--- src/rtl/spi_slave_port.sv ---
// SPI slave endpoint: LSB-first MOSI bytes into a small receive FIFO, MSB-first
// MISO bytes from a transmit holding register. Everything runs on sclk.
//
// state | meaning
// IDLE  | cs_bar high; a full holding register may preload tx_shift
// SHIFT | cs_bar low; bit_cnt tracks posedges 0..7 of the current byte
module spi_slave_port #(
  parameter int RX_DEPTH = 4
) (
  input  logic       sclk,
  input  logic       reset,
  input  logic       cs_bar,
  input  logic       mosi,
  output logic       miso,
  input  logic [7:0] tx_data,
  input  logic       tx_valid,
  output logic       tx_ready,
  output logic [7:0] rx_data,
  output logic       rx_valid,
  input  logic       rx_ready,
  output logic       rx_overflow,
  output logic       tx_underrun,
  output logic       frame_abort
);
  localparam int AW = $clog2(RX_DEPTH);

  typedef enum logic {IDLE, SHIFT} state_t;
  state_t state;

  logic [2:0]  bit_cnt;
  logic [7:0]  rx_shift;
  logic [7:0]  tx_shift;
  logic [7:0]  tx_hold;
  logic        hold_full;
  logic        tx_loaded;
  logic        miso_q;
  logic [7:0]  fifo_mem [RX_DEPTH];
  logic [AW:0] wr_ptr;
  logic [AW:0] rd_ptr;

  logic       byte_done;
  logic       fifo_full;
  logic       pop;
  logic       push_ok;
  logic       accept;
  logic       idle_load;
  logic       abort;
  logic [7:0] rx_byte;

  assign byte_done = !cs_bar && (bit_cnt == 3'd7);
  assign rx_byte   = {mosi, rx_shift[7:1]};
  assign fifo_full = (wr_ptr[AW] != rd_ptr[AW]) && (wr_ptr[AW-1:0] == rd_ptr[AW-1:0]);
  assign rx_valid  = (wr_ptr != rd_ptr);
  assign rx_data   = fifo_mem[rd_ptr[AW-1:0]];
  assign pop       = rx_valid && rx_ready;
  // a pop in the same cycle frees the slot the push needs
  assign push_ok   = byte_done && (!fifo_full || pop);
  assign tx_ready  = !hold_full;
  assign accept    = tx_valid && !hold_full;
  assign idle_load = cs_bar && hold_full && !tx_loaded;
  assign abort     = cs_bar && (state == SHIFT) && (bit_cnt != 3'd0);
  assign miso      = miso_q && !cs_bar;

  always_ff @(posedge sclk or posedge reset) begin
    if (reset) begin
      state       <= IDLE;
      bit_cnt     <= 3'd0;
      rx_shift    <= 8'h00;
      tx_shift    <= 8'h00;
      tx_hold     <= 8'h00;
      hold_full   <= 1'b0;
      tx_loaded   <= 1'b0;
      rx_overflow <= 1'b0;
      tx_underrun <= 1'b0;
      frame_abort <= 1'b0;
    end else begin
      frame_abort <= 1'b0;
      if (cs_bar) begin
        state <= IDLE;
        if (abort) begin
          frame_abort <= 1'b1;
          bit_cnt     <= 3'd0;
          rx_shift    <= 8'h00;
          tx_shift    <= 8'h00;
          tx_loaded   <= 1'b0;
        end else if (idle_load) begin
          tx_shift  <= tx_hold;
          tx_loaded <= 1'b1;
          hold_full <= 1'b0;
        end
      end else begin
        state    <= SHIFT;
        rx_shift <= rx_byte;
        bit_cnt  <= bit_cnt + 3'd1;
        if (bit_cnt == 3'd7) begin
          if (hold_full) begin
            tx_shift  <= tx_hold;
            tx_loaded <= 1'b1;
            hold_full <= 1'b0;
          end else begin
            tx_shift    <= 8'h00;
            tx_loaded   <= 1'b0;
            tx_underrun <= 1'b1;
          end
          if (!push_ok) rx_overflow <= 1'b1;
        end else begin
          tx_shift <= {tx_shift[6:0], 1'b0};
        end
      end
      // acceptance wins over a same-cycle load so the new byte is kept
      if (accept) begin
        tx_hold   <= tx_data;
        hold_full <= 1'b1;
      end
    end
  end

  always_ff @(posedge sclk or posedge reset) begin
    if (reset) begin
      wr_ptr <= '0;
      rd_ptr <= '0;
      for (int i = 0; i < RX_DEPTH; i++) fifo_mem[i] <= 8'h00;
    end else begin
      if (push_ok) begin
        fifo_mem[wr_ptr[AW-1:0]] <= rx_byte;
        wr_ptr <= wr_ptr + 1'b1;
      end
      if (pop) rd_ptr <= rd_ptr + 1'b1;
    end
  end

  always_ff @(negedge sclk or posedge reset) begin
    if (reset) miso_q <= 1'b0;
    else       miso_q <= cs_bar ? 1'b0 : tx_shift[7];
  end
endmodule

--- config.mk ---
export PLATFORM = sky130hd
export DESIGN_NAME = spi_slave_port
export DESIGN_NICKNAME = d
export VERILOG_FILES = /design/src/rtl/spi_slave_port.sv
export SDC_FILE = /design/constraint.sdc
export NUM_CORES = 1
export LEC_CHECK = 0
export ABC_AREA = 1
export CAP_MARGIN = 20
export CORE_MARGIN = 4
export CORE_UTILIZATION = 50
export CTS_BUF_LIST = sky130_fd_sc_hd__clkbuf_8
export DETAILED_ROUTE_END_ITERATION = 8
export PLACE_DENSITY = 0.7
export SLEW_MARGIN = 25
export SYNTH_ARGS = -nofsm -noshare
export SYNTH_HDL_FRONTEND = slang
export SYNTH_SLANG_ARGS = --single-unit
--- constraint.sdc ---
create_clock -name sclk -period 5.6 [get_ports sclk]
set_input_delay 0.56 -clock sclk [delete_from_list [all_inputs] [get_ports sclk]]
set_output_delay 0.56 -clock sclk [all_outputs]
set_load 0.005 [all_outputs]
==> results of run 1 <==
## flip-flops by register name (all words and copies together), names as in the netlist
signal / count
hold_full: 1
tx_underrun: 1
tx_shift: 8
miso_q: 1
tx_hold: 8
fifo_mem: 32
frame_abort: 1
wr_ptr: 3
state: 1
rx_overflow: 1
rd_ptr: 3
rx_shift: 7
tx_loaded: 1
bit_cnt: 3
## layout make-up
cell class	instances	area (µm²)
clock buffers	9	123.9
clock inverters	7	72.57
fillers	568	2619
inverters	24	92.59
multi-input cells	254	1328
flip-flops and latches	71	1777
well taps	77	96.34
repair buffers	28	277.8
## metal layers
metal	GRT usage, %	vias up	share of wire (%)
met1	26.87	1320	45
met5	0	-	0
li1	-	1295	-
met2	32.08	72	48
met4	9.878	0	1.6
met3	4.055	12	5.1
## where the power goes
part / total [µW] / switching (µW) / internal, µW
clock network: 408 / 202 / 206
registers: 791 / 128 / 663
logic: 631 / 342 / 289
## path summary, 6_finish.rpt
check | slack [ns] | endpoint | startpoint
max | 0.86 | miso | miso_q
min | 0.47 | fifo_mem[22] | fifo_mem[22]
max reg2reg | 2.13 | miso_q | tx_shift[7]
min reg2reg | 0.47 | fifo_mem[22] | fifo_mem[22]
max in group asynchronous | 2.39 | miso_q | reset
min in group asynchronous | 0.84 | bit_cnt[0] | reset
## stage by stage
| stage | instances | setup WS, ns |
|---|---|---|
| 3_5_place_dp | 454 | 1.161 |
| 4_1_cts | 470 | 0.8528 |
| 5_1_grt | 470 | 0.7756 |
| 6_report | 470 | 0.8631 |
| 3_3_place_gp | 454 | 1.205 |
| 2_1_floorplan | 369 | 0.5541 |
## kinds of logic after synthesis
logic type                 count (synthesis)
AOI/OAI and AO/OA                         48
DFF                                       71
buffers and inverters                     44
muxes                                      8
xor gates and xnor gates                   1
and+or+nand+nor                          189
adders and majority gates                  8
## cell usage after synthesis, types with 2 or more instances
master	instances	area [µm²]
buf_6	5	56.30
a31o_2	2	17.52
ha_1	8	100.1
inv_2	4	15.01
mux2_2	8	90.09
o21ai_0	23	115.1
a31oi_1	7	43.79
buf_1	2	7.510
clkbuf_1	8	30.03
nand2_2	3	18.77
nand3_1	25	125.1
nor2_1	27	101.4
nand2_1	98	367.9
nand4_1	33	206.5
buf_2	4	20.02
o22ai_1	13	81.33
inv_1	19	71.32
o21ai_1	2	10.01
dfrtp_1	70	1752
nor2_4	2	22.52
## tightest hold or removal path, delay by kind of cell (launching register included)
family,cells,cell delay (ns)
flip-flops,1,0.34
AND/OR/NAND/NOR,2,0.10
==> summary.md, run 1 <==
| Metric | Value |
|---|---|
| Run status | `finished clean` |
| Largest net degree at the start of global routing | `71` |
| P_leak | `0.001845 µW` |
| GRT Util Overall | `20.36%` |
| Slew Viols, Final | `0` |
| Setup Viol. Count Final | `0` |
| Via count | `2699` |
| Nets | `410` |
| Mux cell area share after synthesis | `2.715%` |
| Number of vias per cell | `5.743` |
| Global-route wire length before repair | `12.41 mm` |
| Seq/Total Area, Yosys | `53.54%` |
| Most frequent cells in the layout | `98 x nand2_1, 70 x dfrtp_1, 33 x nand4_1` |
| Largest family of logic cells by synthesized area | `simple AND/OR/NAND/NOR gates` |
| CTS Buf Count | `9` |
| Mapped Area | `3318 µm²` |
| Worst vdd ir | `0.3498 mV` |
| Crit path launch type | `register` |
| Synth async-reset ratio | `100.0%` |
| Clk sinks | `71` |
| Gp weighted congestion | `0.8048` |
| Remaining DRCs | `0` |
| Initial antenna violation count | `0` |
| Hold Crit Depth | `2` |
| Initial Util | `51.96%` |
| Stages on the worst setup path | `3` |
| Diode count | `0` |
| Area delta synth->final | `13.54%` |
| Port Buffers | `27` |
| Die area | `8004 µm²` |
| Required time worst endpoint | `5.04 ns` |
| Hold_ws | `0.4700 ns` |
| Bufs and invs on worst path | `2` |
| Clk slew on worst S/H paths | `0.08 ns` |
| Rows | `29` |
| Yosys cell types | `26` |
| Placed cell areas | `3571 µm²` |
| Reg2Reg Depth | `2` |
| H-Tree Depth | `3` |
| Post-DP HPWL | `4.586 mm` |
| Placeable Area | `6386 µm²` |
| Slew headroom | `38.39%` |
| Root Driver | `clkbuf_8` |
| Deepest clock path buffer count | `2` |
| Synth Warn # | `0` |
| Drt total wl | `7.301 mm` |
| Post-Synth Adder-Cell Area | `3.017%` |
| Hold Crit Class | `register to register` |
| Hold-fix buffers, CTS | `0` |
| WL per Instance | `15.53 µm` |
| Grt ovf | `0` |
| Critical Path Fanout Max | `1` |
| Max stage delay cell, worst path | `clkdlybuf4s50_1` |
| Clk_skew | `0.01252 ns` |
| Max Cap Viol | `0` |
| Final Hold Fails | `0` |
| First-pass DRT Iterations | `4` |
| Ys flop type | `dfrtp_1` |
| Post-Synth Simple-Gate Area | `25.68%` |
| Design area | `3767 µm²` |
| Die W | `89.47 µm` |
| I/O Pins | `28` |
| Commonest non-fill, non-tap cell in the layout | `nand2_1` |
| Pwr per Cell Area | `485.8 nW/µm²` |
| Compound-cell area share of the yosys netlist | `8.333%` |
| Total negative slack | `0 ns` |
| Vias in the first global route | `2604` |
| DRT iter0 DRCs | `199` |
| Slew @ Worst Pin | `0.9219 ns` |
| Post-synthesis sequential element count | `71` |
| Mean area per synthesized cell | `8.992 µm²` |
| Synthesized Nets | `391` |
| DRT antenna net count | `0` |
| Clock latency on the worst-skew pair | `0.34 ns` |
| RSZ-0062 raised after global routing | `no` |
| Synth Instances | `369` |
| Crit path arrival time | `4.18 ns` |
| Share of cells above drive strength 1 | `10.18%` |
| CTS resizes | `0` |
| CP cell instances | `inv_1 > nor2_1 > clkdlybuf4s50_1` |
| Critical Path Max Stage Delay | `0.52 ns` |
| XOR/XNOR Fraction of Synth Area | `0.2640%` |
| Number of post-CTS setup repair buffers | `0` |
| Crit path kind | `register to primary output` |
| EDFF count, synth | `0` |
| CP Capture Type | `primary output` |
| Crit-path leading delay family | `buffers and inverters` |
| Total Power | `1830 µW` |
| CTS tree | `done` |
| DIE HEIGHT | `89.47 µm` |
| Fin util | `58.99%` |
No activity file was read; power rests on OpenSTA's default activity.
==> run 2: changes to the inputs <==
Settings changed: PLACE_DENSITY 0.7 to 0.73.
Clock period 5.6 ns to 4.2 ns, I/O delays scaled along.
==> summary.md, run 2 (synthesis results as in run 1) <==
| Metric | Value |
|---|---|
| Bufs and invs on worst path | `2 (unchanged)` |
| Slew @ Worst Pin | `0.8727 ns (was 0.9219 ns)` |
| Critical Path Max Stage Delay | `0.52 ns (about the same)` |
| Max stage delay cell, worst path | `clkdlybuf4s50_1 (unchanged)` |
| Critical Path Fanout Max | `1 (unchanged)` |
| Drt total wl | `7.383 mm (was 7.301 mm)` |
| Required time worst endpoint | `3.78 ns (was 5.04 ns)` |
| Clk slew on worst S/H paths | `0.07 ns (was 0.08 ns)` |
| Reg2Reg Depth | `2 (unchanged)` |
| Slew headroom | `41.82% (was 38.39%)` |
| Initial antenna violation count | `0 (unchanged)` |
| H-Tree Depth | `3 (unchanged)` |
| Placeable Area | `6386 µm² (unchanged)` |
| CTS tree | `done (unchanged)` |
| Top Registers | `fifo_mem (32), tx_hold (8), tx_shift (8) (unchanged)` |
| Global-route wire length before repair | `12.44 mm (was 12.41 mm)` |
| Run status | `finished clean (unchanged)` |
| Number of post-CTS setup repair buffers | `0 (unchanged)` |
| Top reg by flops | `fifo_mem (unchanged)` |
| Setup WS post-layout | `0.2965 ns (was 0.8631 ns)` |
| GRT Util Overall | `20.61% (was 20.36%)` |
| Worst vdd ir | `0.4633 mV (was 0.3498 mV)` |
| Clk_skew | `0.01500 ns (was 0.01252 ns)` |
| Total negative slack | `0 ns (unchanged)` |
| Die area | `8004 µm² (unchanged)` |
| Largest net degree at the start of global routing | `71 (unchanged)` |
| Gp weighted congestion | `0.7670 (was 0.8048)` |
| # fillers | `563 (was 568)` |
| Initial Util | `51.96% (unchanged)` |
| Share of cells above drive strength 1 | `10.63% (was 10.18%)` |
| Rows | `29 (unchanged)` |
| Nets | `412 (was 410)` |
| Diode count | `0 (unchanged)` |
| Number of vias per cell | `5.720 (was 5.743)` |
| RSZ-0062 raised after global routing | `no (unchanged)` |
| Max Cap Viol | `0 (unchanged)` |
| Crit-path leading delay family | `buffers and inverters (unchanged)` |
| Crit path launch type | `register (unchanged)` |
| Crit path arrival time | `3.48 ns (was 4.18 ns)` |
| WL per Instance | `15.64 µm (was 15.53 µm)` |
| Max reg flops | `32 (unchanged)` |
| Deepest clock path buffer count | `2 (unchanged)` |
| Slew Viols, Final | `0 (unchanged)` |
| Final Hold Fails | `0 (unchanged)` |
| Most frequent cells in the layout | `98 x nand2_1, 70 x dfrtp_1, 33 x nand4_1 (unchanged)` |
| Commonest non-fill, non-tap cell in the layout | `nand2_1 (unchanged)` |
| Area delta synth->final | `15.57% (was 13.54%)` |
| P_leak | `0.001878 µW (was 0.001845 µW)` |
| I/O Pins | `28 (unchanged)` |
| Pre-CTS WS | `0.6365 ns (was 1.161 ns)` |
| Post-DP HPWL | `4.716 mm (was 4.586 mm)` |
| Crit path kind | `register to primary output (unchanged)` |
| Clock latency on the worst-skew pair | `0.35 ns (was 0.34 ns)` |
| Grt ovf | `0 (unchanged)` |
| Via count | `2700 (was 2699)` |
| DIE HEIGHT | `89.47 µm (unchanged)` |
| Clk sinks | `71 (unchanged)` |
| CTS resizes | `0 (unchanged)` |
| DRT antenna net count | `0 (unchanged)` |
| Stages on the worst setup path | `3 (unchanged)` |
| Pwr per Cell Area | `670.4 nW/µm² (was 485.8 nW/µm²)` |
| Hold Crit Depth | `2 (unchanged)` |
| Hold Crit Class | `register to register (unchanged)` |
| CP cell instances | `inv_1 > nor2_1 > clkdlybuf4s50_1 (unchanged)` |
| Hold-fix buffers, CTS | `0 (unchanged)` |
| Root Driver | `clkbuf_8 (unchanged)` |
| DRT iter0 DRCs | `212 (was 199)` |
| First-pass DRT Iterations | `4 (unchanged)` |
| Remaining DRCs | `0 (unchanged)` |
| Die W | `89.47 µm (unchanged)` |
| CTS Buf Count | `9 (unchanged)` |
| Vias in the first global route | `2585 (was 2604)` |
| CP Capture Type | `primary output (unchanged)` |
| Port Buffers | `27 (unchanged)` |
| Setup Viol. Count Final | `0 (unchanged)` |
## run 2: cell count changes in the layout (fill, tap and decap cells not counted)
cell / before / now
buf_4: 1 / 3
bufinv_16: 1 / 3
clkinv_2: 2 / 1
clkinv_4: 1 / 3
clkinvlp_4: 2 / 1
inv_2: 5 / 4
inv_6: 1 / 0
## run 2: where the power goes
part | internal, µW | leakage, µW | switching [µW]
clock network | 396 | 0.000123 | 271
logic | 387 | 0.000831 | 457
registers | 884 | 0.000925 | 175
## run 2: path summary, 6_finish.rpt
kind	from	to	slack [ns]
max in group asynchronous	reset	miso_q	1.79
max reg2reg	tx_shift[7]	miso_q	1.46
min in group asynchronous	reset	rx_shift[7]	0.75
max	miso_q	miso	0.30
min	fifo_mem[14]	fifo_mem[14]	0.47
min reg2reg	fifo_mem[14]	fifo_mem[14]	0.47
## run 2: per-stage QoR
step                cell area, µm²  total power, µW  cells  hold WS (ns)  utilization (%)
CTS                           3835             2588    472        0.4722            60.05
global placement              3590             1877    456        0.4485            56.21
detailed placement            3590             1915    456        0.4535            56.21
floorplan                     3322             1603    369        0.4366                -
finish                        3835             2571    472        0.4696            60.05
global route                  3835             2757    472        0.4806            60.05
## run 2: worst register-to-register path: cells and delay by family (launching register included)
kind | cells | cell delay [ns]
simple gates | 1 | 0.03
flops | 1 | 0.39
buf+inv | 1 | 0.06
## run 2: area by class of cell
class / instances / area, µm² / area share (%)
clock buffer: 9 / 123.9 / 3.230
clock inverter: 7 / 121.4 / 3.165
inverter: 24 / 96.34 / 2.512
multi-input combinational: 254 / 1328 / 34.62
sequential: 71 / 1777 / 46.33
tap: 77 / 96.34 / 2.512
timing repair buffer: 30 / 292.8 / 7.635
## run 2: metal layers
layer / vias up / wire length (µm) / GRT usage, % / share of wire [%]
li1: 1298 / - / - / -
met1: 1319 / 3333 / 26.99 / 45
met2: 72 / 3545 / 33.42 / 48
met3: 11 / 384 / 5.346 / 5.2
met4: 0 / 121 / 6.901 / 1.6
met5: - / 0 / 0 / 0
==> run 3: changes to the inputs <==
Settings changed: CTS_CLUSTER_DIAMETER set to 60, TNS_END_PERCENT set to 100.
==> results of run 3 <==
Same layout as run 2: the final DEF is identical, and so are final timing and power.
